[src/rtl/control_unit_pipe_if.sv]
// Opcode-in / control-word-out bundle for control_unit_pipe.
// master drives opcodes and consumes words; slave is the decoder block.
interface control_unit_pipe_if #(
  parameter int OPC_W = 6,
  parameter int ALU_W = 2
);
  // A transfer happens on a rising edge where valid and ready are both 1.
  // valid may not drop, and its payload may not change, until that transfer.
  // in_valid/in_ready carry opcode in; out_valid/out_ready carry the control word out.
  logic             in_valid;
  logic             in_ready;
  logic [OPC_W-1:0] opcode;
  logic             flush;
  logic             out_valid;
  logic             out_ready;
  logic [ALU_W-1:0] alu_cnt;
  logic             reg_src;
  logic             reg_wen;
  logic             alu_src;
  logic             w_src;
  logic             mem_wen;
  logic             check_immed;
  logic [1:0]       pc_cnt;
  logic             illegal;

  modport master (
    output in_valid, opcode, flush, out_ready,
    input  in_ready, out_valid, alu_cnt, reg_src, reg_wen, alu_src,
           w_src, mem_wen, check_immed, pc_cnt, illegal
  );

  modport slave (
    input  in_valid, opcode, flush, out_ready,
    output in_ready, out_valid, alu_cnt, reg_src, reg_wen, alu_src,
           w_src, mem_wen, check_immed, pc_cnt, illegal
  );
endinterface

[src/rtl/control_unit_pipe.sv]
// Registered opcode decoder with valid/ready handshake, memory-latency hold and flush.
// Optional macro CU_ILLEGAL_TRAP_EN: flag out-of-table indices and block input until flush.
module control_unit_pipe #(
  parameter int OPC_W   = 6,
  parameter int ALU_W   = 2,
  parameter int MEM_LAT = 2,
  parameter int CNT_W   = 4
) (
  input  logic               clk,
  input  logic               rst_n,
  control_unit_pipe_if.slave bus,
  output logic [1:0]         dbg_state
);
  localparam int IDX_W = OPC_W - ALU_W;

  typedef enum logic [1:0] {
    IDLE = 2'd0,
    BUSY = 2'd1,
    HOLD = 2'd2
  } state_t;

  state_t           state;
  state_t           state_nxt;
  logic [CNT_W-1:0] cnt;
  logic [6:0]       ctrl_q;  // {check_immed, pc_cnt0, mem_wen, w_src, alu_src, reg_wen, reg_src}
  logic [ALU_W-1:0] alu_q;
  logic             pc1_q;
  logic             illegal_q;
  logic             out_valid_q;

  logic [31:0]      idx;
  logic [6:0]       dec_ctrl;
  logic             dec_mem;
  logic             dec_illegal;
  logic             hold_block;
  logic             ready;
  logic             accept;

  always_comb begin
    idx         = 32'(bus.opcode[IDX_W-1:0]);
    dec_ctrl    = '0;
    dec_mem     = 1'b0;
    dec_illegal = 1'b0;
    if (idx <= 32'd9) begin
      dec_ctrl = 7'b000_0011;
    end else if (idx == 32'd10) begin
      dec_ctrl = 7'b000_1110;
      dec_mem  = 1'b1;
    end else if (idx == 32'd11) begin
      dec_ctrl = 7'b001_1100;
      dec_mem  = 1'b1;
    end else if (idx <= 32'd13) begin
      dec_ctrl = 7'b010_0000;
    end else if (idx <= 32'd15) begin
      dec_ctrl = 7'b100_0110;
    end else begin
`ifdef CU_ILLEGAL_TRAP_EN
      dec_illegal = 1'b1;
`else
      dec_illegal = 1'b0;
`endif
    end
  end

  // An illegal word parks the block in HOLD until the execute stage flushes it.
  assign hold_block = (state == HOLD) && illegal_q;

  // HOLD also accepts, so a consumed word can be replaced on the same edge.
  always_comb begin
    ready     = rst_n && !bus.flush && !hold_block &&
                ((state == IDLE) || ((state == HOLD) && bus.out_ready));
    dbg_state = state;
  end

  assign accept = bus.in_valid && ready;

  always_ff @(posedge clk) begin
    if (!rst_n) state <= IDLE;
    else        state <= state_nxt;
  end

  always_comb begin
    state_nxt = state;
    case (state)
      IDLE: if (accept) state_nxt = dec_mem ? BUSY : HOLD;
      BUSY: if (cnt == CNT_W'(1)) state_nxt = HOLD;
      HOLD: begin
        if (accept)                              state_nxt = dec_mem ? BUSY : HOLD;
        else if (bus.out_ready && !hold_block)   state_nxt = IDLE;
      end
      default: state_nxt = IDLE;
    endcase
    if (bus.flush) state_nxt = IDLE;
  end

  always_ff @(posedge clk) begin
    if (!rst_n || bus.flush) begin
      ctrl_q      <= '0;
      alu_q       <= '0;
      pc1_q       <= 1'b0;
      illegal_q   <= 1'b0;
      cnt         <= '0;
      out_valid_q <= 1'b0;
    end else if (accept) begin
      ctrl_q      <= dec_ctrl;
      alu_q       <= bus.opcode[OPC_W-1 -: ALU_W];
      pc1_q       <= (bus.opcode == '0);
      illegal_q   <= dec_illegal;
      cnt         <= dec_mem ? CNT_W'(MEM_LAT) : '0;
      out_valid_q <= !dec_mem;
    end else if (state == BUSY) begin
      cnt <= cnt - CNT_W'(1);
      if (cnt == CNT_W'(1)) out_valid_q <= 1'b1;
    end else if ((state == HOLD) && bus.out_ready && !hold_block) begin
      out_valid_q <= 1'b0;
    end
  end

  assign bus.in_ready    = ready;
  assign bus.out_valid   = out_valid_q;
  assign bus.alu_cnt     = alu_q;
  assign bus.check_immed = ctrl_q[6];
  assign bus.pc_cnt      = {pc1_q, ctrl_q[5]};
  assign bus.mem_wen     = ctrl_q[4];
  assign bus.w_src       = ctrl_q[3];
  assign bus.alu_src     = ctrl_q[2];
  assign bus.reg_wen     = ctrl_q[1];
  assign bus.reg_src     = ctrl_q[0];
  assign bus.illegal     = illegal_q;
endmodule
[src/flat_wrapper.sv]
// flat-port wrapper written by rule: the top's interface ports become plain ports
module control_unit_pipe_flat 
#(
  parameter int OPC_W   = 6,
  parameter int ALU_W   = 2,
  parameter int MEM_LAT = 2,
  parameter int CNT_W   = 4
)
  (clk, rst_n, dbg_state, bus_in_valid, bus_opcode, bus_flush, bus_out_ready, bus_in_ready, bus_out_valid, bus_alu_cnt, bus_reg_src, bus_reg_wen, bus_alu_src, bus_w_src, bus_mem_wen, bus_check_immed, bus_pc_cnt, bus_illegal);
  control_unit_pipe_if #(.OPC_W(OPC_W), .ALU_W(ALU_W)) bus_i ();
  input  logic clk;
  input  logic rst_n;
  output logic [1:0] dbg_state;
  input wire logic [$bits(bus_i.in_valid)-1:0] bus_in_valid;
  input wire logic [$bits(bus_i.opcode)-1:0] bus_opcode;
  input wire logic [$bits(bus_i.flush)-1:0] bus_flush;
  input wire logic [$bits(bus_i.out_ready)-1:0] bus_out_ready;
  output wire logic [$bits(bus_i.in_ready)-1:0] bus_in_ready;
  output wire logic [$bits(bus_i.out_valid)-1:0] bus_out_valid;
  output wire logic [$bits(bus_i.alu_cnt)-1:0] bus_alu_cnt;
  output wire logic [$bits(bus_i.reg_src)-1:0] bus_reg_src;
  output wire logic [$bits(bus_i.reg_wen)-1:0] bus_reg_wen;
  output wire logic [$bits(bus_i.alu_src)-1:0] bus_alu_src;
  output wire logic [$bits(bus_i.w_src)-1:0] bus_w_src;
  output wire logic [$bits(bus_i.mem_wen)-1:0] bus_mem_wen;
  output wire logic [$bits(bus_i.check_immed)-1:0] bus_check_immed;
  output wire logic [$bits(bus_i.pc_cnt)-1:0] bus_pc_cnt;
  output wire logic [$bits(bus_i.illegal)-1:0] bus_illegal;
  assign bus_i.in_valid = bus_in_valid;
  assign bus_i.opcode = bus_opcode;
  assign bus_i.flush = bus_flush;
  assign bus_i.out_ready = bus_out_ready;
  assign bus_in_ready = bus_i.in_ready;
  assign bus_out_valid = bus_i.out_valid;
  assign bus_alu_cnt = bus_i.alu_cnt;
  assign bus_reg_src = bus_i.reg_src;
  assign bus_reg_wen = bus_i.reg_wen;
  assign bus_alu_src = bus_i.alu_src;
  assign bus_w_src = bus_i.w_src;
  assign bus_mem_wen = bus_i.mem_wen;
  assign bus_check_immed = bus_i.check_immed;
  assign bus_pc_cnt = bus_i.pc_cnt;
  assign bus_illegal = bus_i.illegal;
  control_unit_pipe #(.OPC_W(OPC_W), .ALU_W(ALU_W), .MEM_LAT(MEM_LAT), .CNT_W(CNT_W)) u_core (.clk(clk), .rst_n(rst_n), .bus(bus_i), .dbg_state(dbg_state));
endmodule
[config.mk]
export PLATFORM = sky130hd
export DESIGN_NAME = control_unit_pipe_flat
export DESIGN_NICKNAME = d
export VERILOG_FILES = /design/src/rtl/control_unit_pipe_if.sv /design/src/rtl/control_unit_pipe.sv /design/src/flat_wrapper.sv
export SDC_FILE = /design/constraint.sdc
export NUM_CORES = 1
export LEC_CHECK = 0
export ABC_CLOCK_PERIOD_IN_PS = 1600
export CAP_MARGIN = 20
export CORE_ASPECT_RATIO = 0.75
export CORE_MARGIN = 4
export CORE_UTILIZATION = 33
export DETAILED_ROUTE_END_ITERATION = 10
export GPL_TIMING_DRIVEN = 0
export PLACE_DENSITY = 0.67
export SYNTH_ARGS = -nofsm -noshare
export SYNTH_HDL_FRONTEND = slang
export SYNTH_SLANG_ARGS = --single-unit
[constraint.sdc]
create_clock -name clk -period 1.6 [get_ports clk]
set_clock_uncertainty 0.1 [all_clocks]
set_input_delay 0.32 -clock clk [delete_from_list [all_inputs] [get_ports clk]]
set_output_delay 0.32 -clock clk [all_outputs]
set_load 0.01 [all_outputs]
Yosys cells after proc, flatten, opt, wreduce, memory -nomap -nowiden
Cells that the tools add are included.

storage, ports and cells
  bits in registers = 17
  output and inout bits = 15
  logic and storage cells = 55

operators by class
  add/sub/neg operators = 1
  $lt $le $gt $ge = 2
  equality and inequality tests = 9
  mux-type cells = 20
  bitwise logic cells = 1
  reductions and logical operators = 16

operators with widths
  cell                                                                 number
  7-bit two-way mux                                                    4
  2-bit two-way mux                                                    6
  4-bit == test (second input constant)                                2
  4-bit less-or-equal comparator (second input constant)               2
  4-bit two-way mux                                                    2
  1-bit two-way mux                                                    7
  6-bit zero test                                                      1
  2-bit one-hot mux with 3 select lines                                1
  4-bit by 1-bit == test with 1-bit output (second input constant)     1
  1-bit logical AND                                                    4
  2-bit by 1-bit != test with 1-bit output (second input constant)     2
  4-bit by 1-bit subtractor with 4-bit output (second input constant)  1
  1-bit zero test                                                      3
  3-bit by 1-bit != test with 1-bit output (second input constant)     1
  3-bit by 2-bit != test with 1-bit output (second input constant)     1
  3-bit AND reduction                                                  1
  3-bit nonzero test                                                   1
  2-bit by 1-bit == test with 1-bit output (second input constant)     1
  2-bit == test (second input constant)                                1
  2-bit zero test                                                      1
  1-bit logical OR                                                     2
  2-bit AND reduction                                                  1
  2-bit nonzero test                                                   1
  2-bit OR reduction                                                   1
  1-bit NOT                                                            1

Depth between registers and ports, before layout
  depth after elaboration = 7
  depth in mapped cells = 5
  depth with buffers taken out = 5

Least setup slack after synthesis
Ideal clock, no wire load.

  path kind = register -> output
  start point = register u_core.state[0] (netlist: u_core.dbg_state[0])
  end point = output port bus_in_ready
  data arrival time = 0.971 ns
  required time = 1.180 ns
  path slack = 0.209 ns
  cell stages (with the launch flop) = 4
  path buffers = 2
  cells stage by stage = dfxtp_1 > clkbuf_1 > buf_2 > nor3_1

on the way
  cells in the longest elaborated chain, start to end = 4
  elaborated cells on any way between the ends = 5

ends and longest elaborated chain
  item                      RTL line                 RTL
  start: declaration        control_unit_pipe.sv:22  state_t state;
  start signal: assignment  control_unit_pipe.sv:79  else state <= state_nxt;
  2-bit == test             --
  1-bit logical AND         control_unit_pipe.sv:71  ((state == IDLE) || ((state == HOLD) && bus.out_ready));
  1-bit logical OR *        control_unit_pipe.sv:71
  1-bit logical AND *       control_unit_pipe.sv:70  ready = rst_n && !bus.flush && !hold_block &&
  end: declaration          flat_wrapper.sv:18       output wire logic [$bits(bus_i.in_ready)-1:0] bus_in_ready;

Every way passes the cells marked *; elsewhere a longest branch is shown, timed or not.

Worst setup path in the final report
  start point = input port bus_opcode[3]
  end point = register u_core.ctrl_q[3]

on the way
  cells in the longest elaborated chain, start to end = 4
  elaborated cells on any way between the ends = 6

ends and longest elaborated chain
  item                    RTL line                  RTL
  start: declaration      flat_wrapper.sv:15        input wire logic [$bits(bus_i.opcode)-1:0] bus_opcode;
  4-bit == test           control_unit_pipe.sv:49   end else if (idx == 32'd11) begin
  7-bit two-way mux       control_unit_pipe.sv:49
  7-bit two-way mux       control_unit_pipe.sv:46   end else if (idx == 32'd10) begin
  7-bit two-way mux *     control_unit_pipe.sv:44   if (idx <= 32'd9) begin
  end signal: assignment  control_unit_pipe.sv:105  ctrl_q <= dec_ctrl;
  end: declaration        control_unit_pipe.sv:25   logic [6:0] ctrl_q;

Marked as above.
A chain may end at the register's enable or synchronous reset.

==> flow_summary.toml <==
[setup_path]
crit_path_start_kind = "input port"
required_ns = 1.73
regToRegSetupSlack_ns = 0.19
critical_path.max_fanout = 7
worst_r2r_path_depth = 4
worstSetupEndpointType = "flop"
crit_arrival_ns = 1.71
path_class = "input port to flop"
worstPathCellList = "clkdlybuf4s50_1 -> nand3b_1 -> nor4_2 -> a31o_2"
cp_slowest_cell = "clkdlybuf4s50_1"
slowest_delay_ns = 0.62
r2r-end = "u_core.cnt[3]"
r2r-start = "u_core.dbg_state[0]"

[clocking]
clock-root-buffer = "clkbuf_4"
cts_tree = "built"
cts.sinks = 17
path_clk_slew_ns = 0.09
clockBufferDepth = 2
numCtsBuffers = 3
clk_latency_ns = 0.29
htree_levels = 1

[floorplan]
pin_count = 26
core_sq_um = 2400
die_area_sq_um = 3520
dieWidth_um = 67.2
initial_utilization = 0.361
num_rows = 15
die_h_um = 52.4

[timing]
min_period_ns = 1.57
fmax_ghz = 0.636
finalHoldViolCount = 0
rsz0062_at_grt = "yes"
fin_crit_sh = 0.983
whs_ns = 0.366
drv_slew = 0
setup_viol = 0

[drt]
route.met3.wl_um = 149
vias = 902
wl_um = 2320
wl_met1_um = 1090
route.met2.wl_um = 1060
ant_nets = 0
dr.pass1.iters = 4
avgViaCountPerCell = 5.37
drt_iter0_drc = 34
drc = 0
wl_per_cell_um = 13.8
maxUsedRoutingLayer = "met4"

[finish]
n_fill_cell = 248
nets = 148
antennaDiodeCount = 0
area_delta_synth_final_pct = 47.8
drive_gt1_frac = 0.187

[synthesis]
async_reset_ff_frac = 0
ys_ff_latch = 17
synth_top_area_cell = "dfxtp_1"
synth_ff_type = "dfxtp_1"
syn_area_per_cell_sq_um = 8.58
synth_cell_types = 36
netlist_instances = 101
ys_top_cells_by_area = "dfxtp_1 (39%), nand3b_1 (4.3%), o31ai_1 (4.3%), a21oi_1 (4.0%), nand2_1 (3.5%)"
syn_nets = 114
syn_area_sq_um = 867
synth-edff-count = 0
synth_most_common_cell = "dfxtp_1"
synth_top_area_frac = 0.392
yosysWarnings = 0
synthTopCellsByCount = "dfxtp_1 (17), nand2_1 (8), a21oi_1 (7), inv_1 (6)"
ys_seq_area_frac = 0.392

[min_path]
hold_path_depth = 2
hold_end = "u_core.bus.alu_cnt[0]"
hold_path_class = "flop to flop"
min_from = "u_core.bus.alu_cnt[0]"

[power]
power.density_nw_per_um2 = 621
max-vdd-ir-drop_v = 0.000448
finalPower_uw = 796
leakage_uw = 0.000616

[outcome]
status = "finished, final reports clean"

[global_routing]
overflow = 0
grt_pass1_wl_um = 3640
first_global_vias = 819
grt_usage = 0.136
grt_max_degree = 11
grt_antenna_before_repair = 0

[run]
cap_violations = 0

[place]
dp_hpwl_um = 1580
gp_congestion = 0.802
io_buffers = 24
-- flip-flops by register name, summed over array words and instances (netlist names) --
| register | count |
|---|---|
| u_core.cnt | 4 |
| u_core.bus.alu_cnt | 2 |
| u_core.bus.out_valid | 1 |
| u_core.dbg_state | 2 |
| u_core.pc1_q | 1 |
| u_core.ctrl_q | 7 |
-- final cells by class --
type	instances	area [sq um]	share of cell area
plain buffers	5	48.8	0.0381
clock buffers	4	26.3	0.0205
inverters	7	26.3	0.0205
multi-input cells	70	502	0.392
flip-flops and latches	17	348	0.271
well taps	34	42.5	0.0332
repair buffers	31	288	0.225
-- metrics by stage --
step            util  setup slack, ns  area, sq um  TNS, ns  instances
6_report       0.533           0.0277         1280        0        168
3_5_place_dp   0.479           -0.698         1150    -4.84        159
4_1_cts        0.504          -0.0587         1210  -0.0587        163
2_1_floorplan      -            0.209          867        0        101
5_1_grt        0.533          -0.0353         1280  -0.0737        168
3_3_place_gp   0.479           -0.682         1150    -4.81        159
-- worst max-delay path: cells and delay by family --
family	cells	cell delay, ns
buffers and inverters	1	0.62
AOI/OAI and AO/OA	1	0.16
and+or+nand+nor	2	0.61
-- placed cells by master (no fill, tap or decap), types with 3 or more instances in the layout --
| cell | instances |
|---|---|
| clkbuf_4 | 3 |
| inv_1 | 6 |
| o31ai_1 | 5 |
| nand2_1 | 8 |
| nor3_1 | 4 |
| dlygate4sd2_1 | 12 |
| clkdlybuf4s50_1 | 5 |
| or4_1 | 3 |
| a21oi_1 | 7 |
| dlymetal6s2s_1 | 6 |
| nand3b_1 | 5 |
| dfxtp_1 | 15 |
| buf_4 | 10 |
| nand2b_1 | 3 |
-- cells by family (layout without fill, tap and decap cells) --
logic type | count (synthesis) | in the layout | share of synthesized area
flops | 17 | 17 | 0.393
other cells | 1 | 1 | 0.00432
buf+inv | 14 | 47 | 0.0765
xor+xnor | 1 | 1 | 0.0101
mux | 2 | 2 | 0.0231
compound gates | 26 | 26 | 0.208
fa+ha+maj | 2 | 2 | 0.0289
simple gates | 38 | 38 | 0.257
-- where the power goes --
part	total [uW]	switching (uW)	internal, uW
Combinational	129	65.7	63.8
Sequential	435	5.17	430
Clock	231	134	96.9
Total	796	205	590
-- worst max path at each step --
stage	startpoint	slack (ns)	end
finish	bus_opcode[3]	0.03	u_core.ctrl_q[3]
global route	u_core.dbg_state[1]	-0.04	bus_in_ready
CTS	u_core.dbg_state[1]	-0.06	bus_in_ready
detailed placement	bus_flush	-0.70	bus_in_ready
global placement	bus_flush	-0.68	bus_in_ready
floorplan	u_core.dbg_state[0]	0.21	bus_in_ready
-- per-layer routing --
metal	track usage	up-vias
met2	0.225	30
met3	0.0494	2
li1	-	439
met4	0.0101	0
met5	0	-
met1	0.176	431
-- timing repair --
action	4_1_cts	5_1_grt
hold buffers	0	0
setup buffers	1	6
cloned	0	0
gates resized for setup	31	11
hold endpoints to repair	0	0
endpoints found under the setup margin	15	10
No activity file was read; power rests on OpenSTA's default activity.
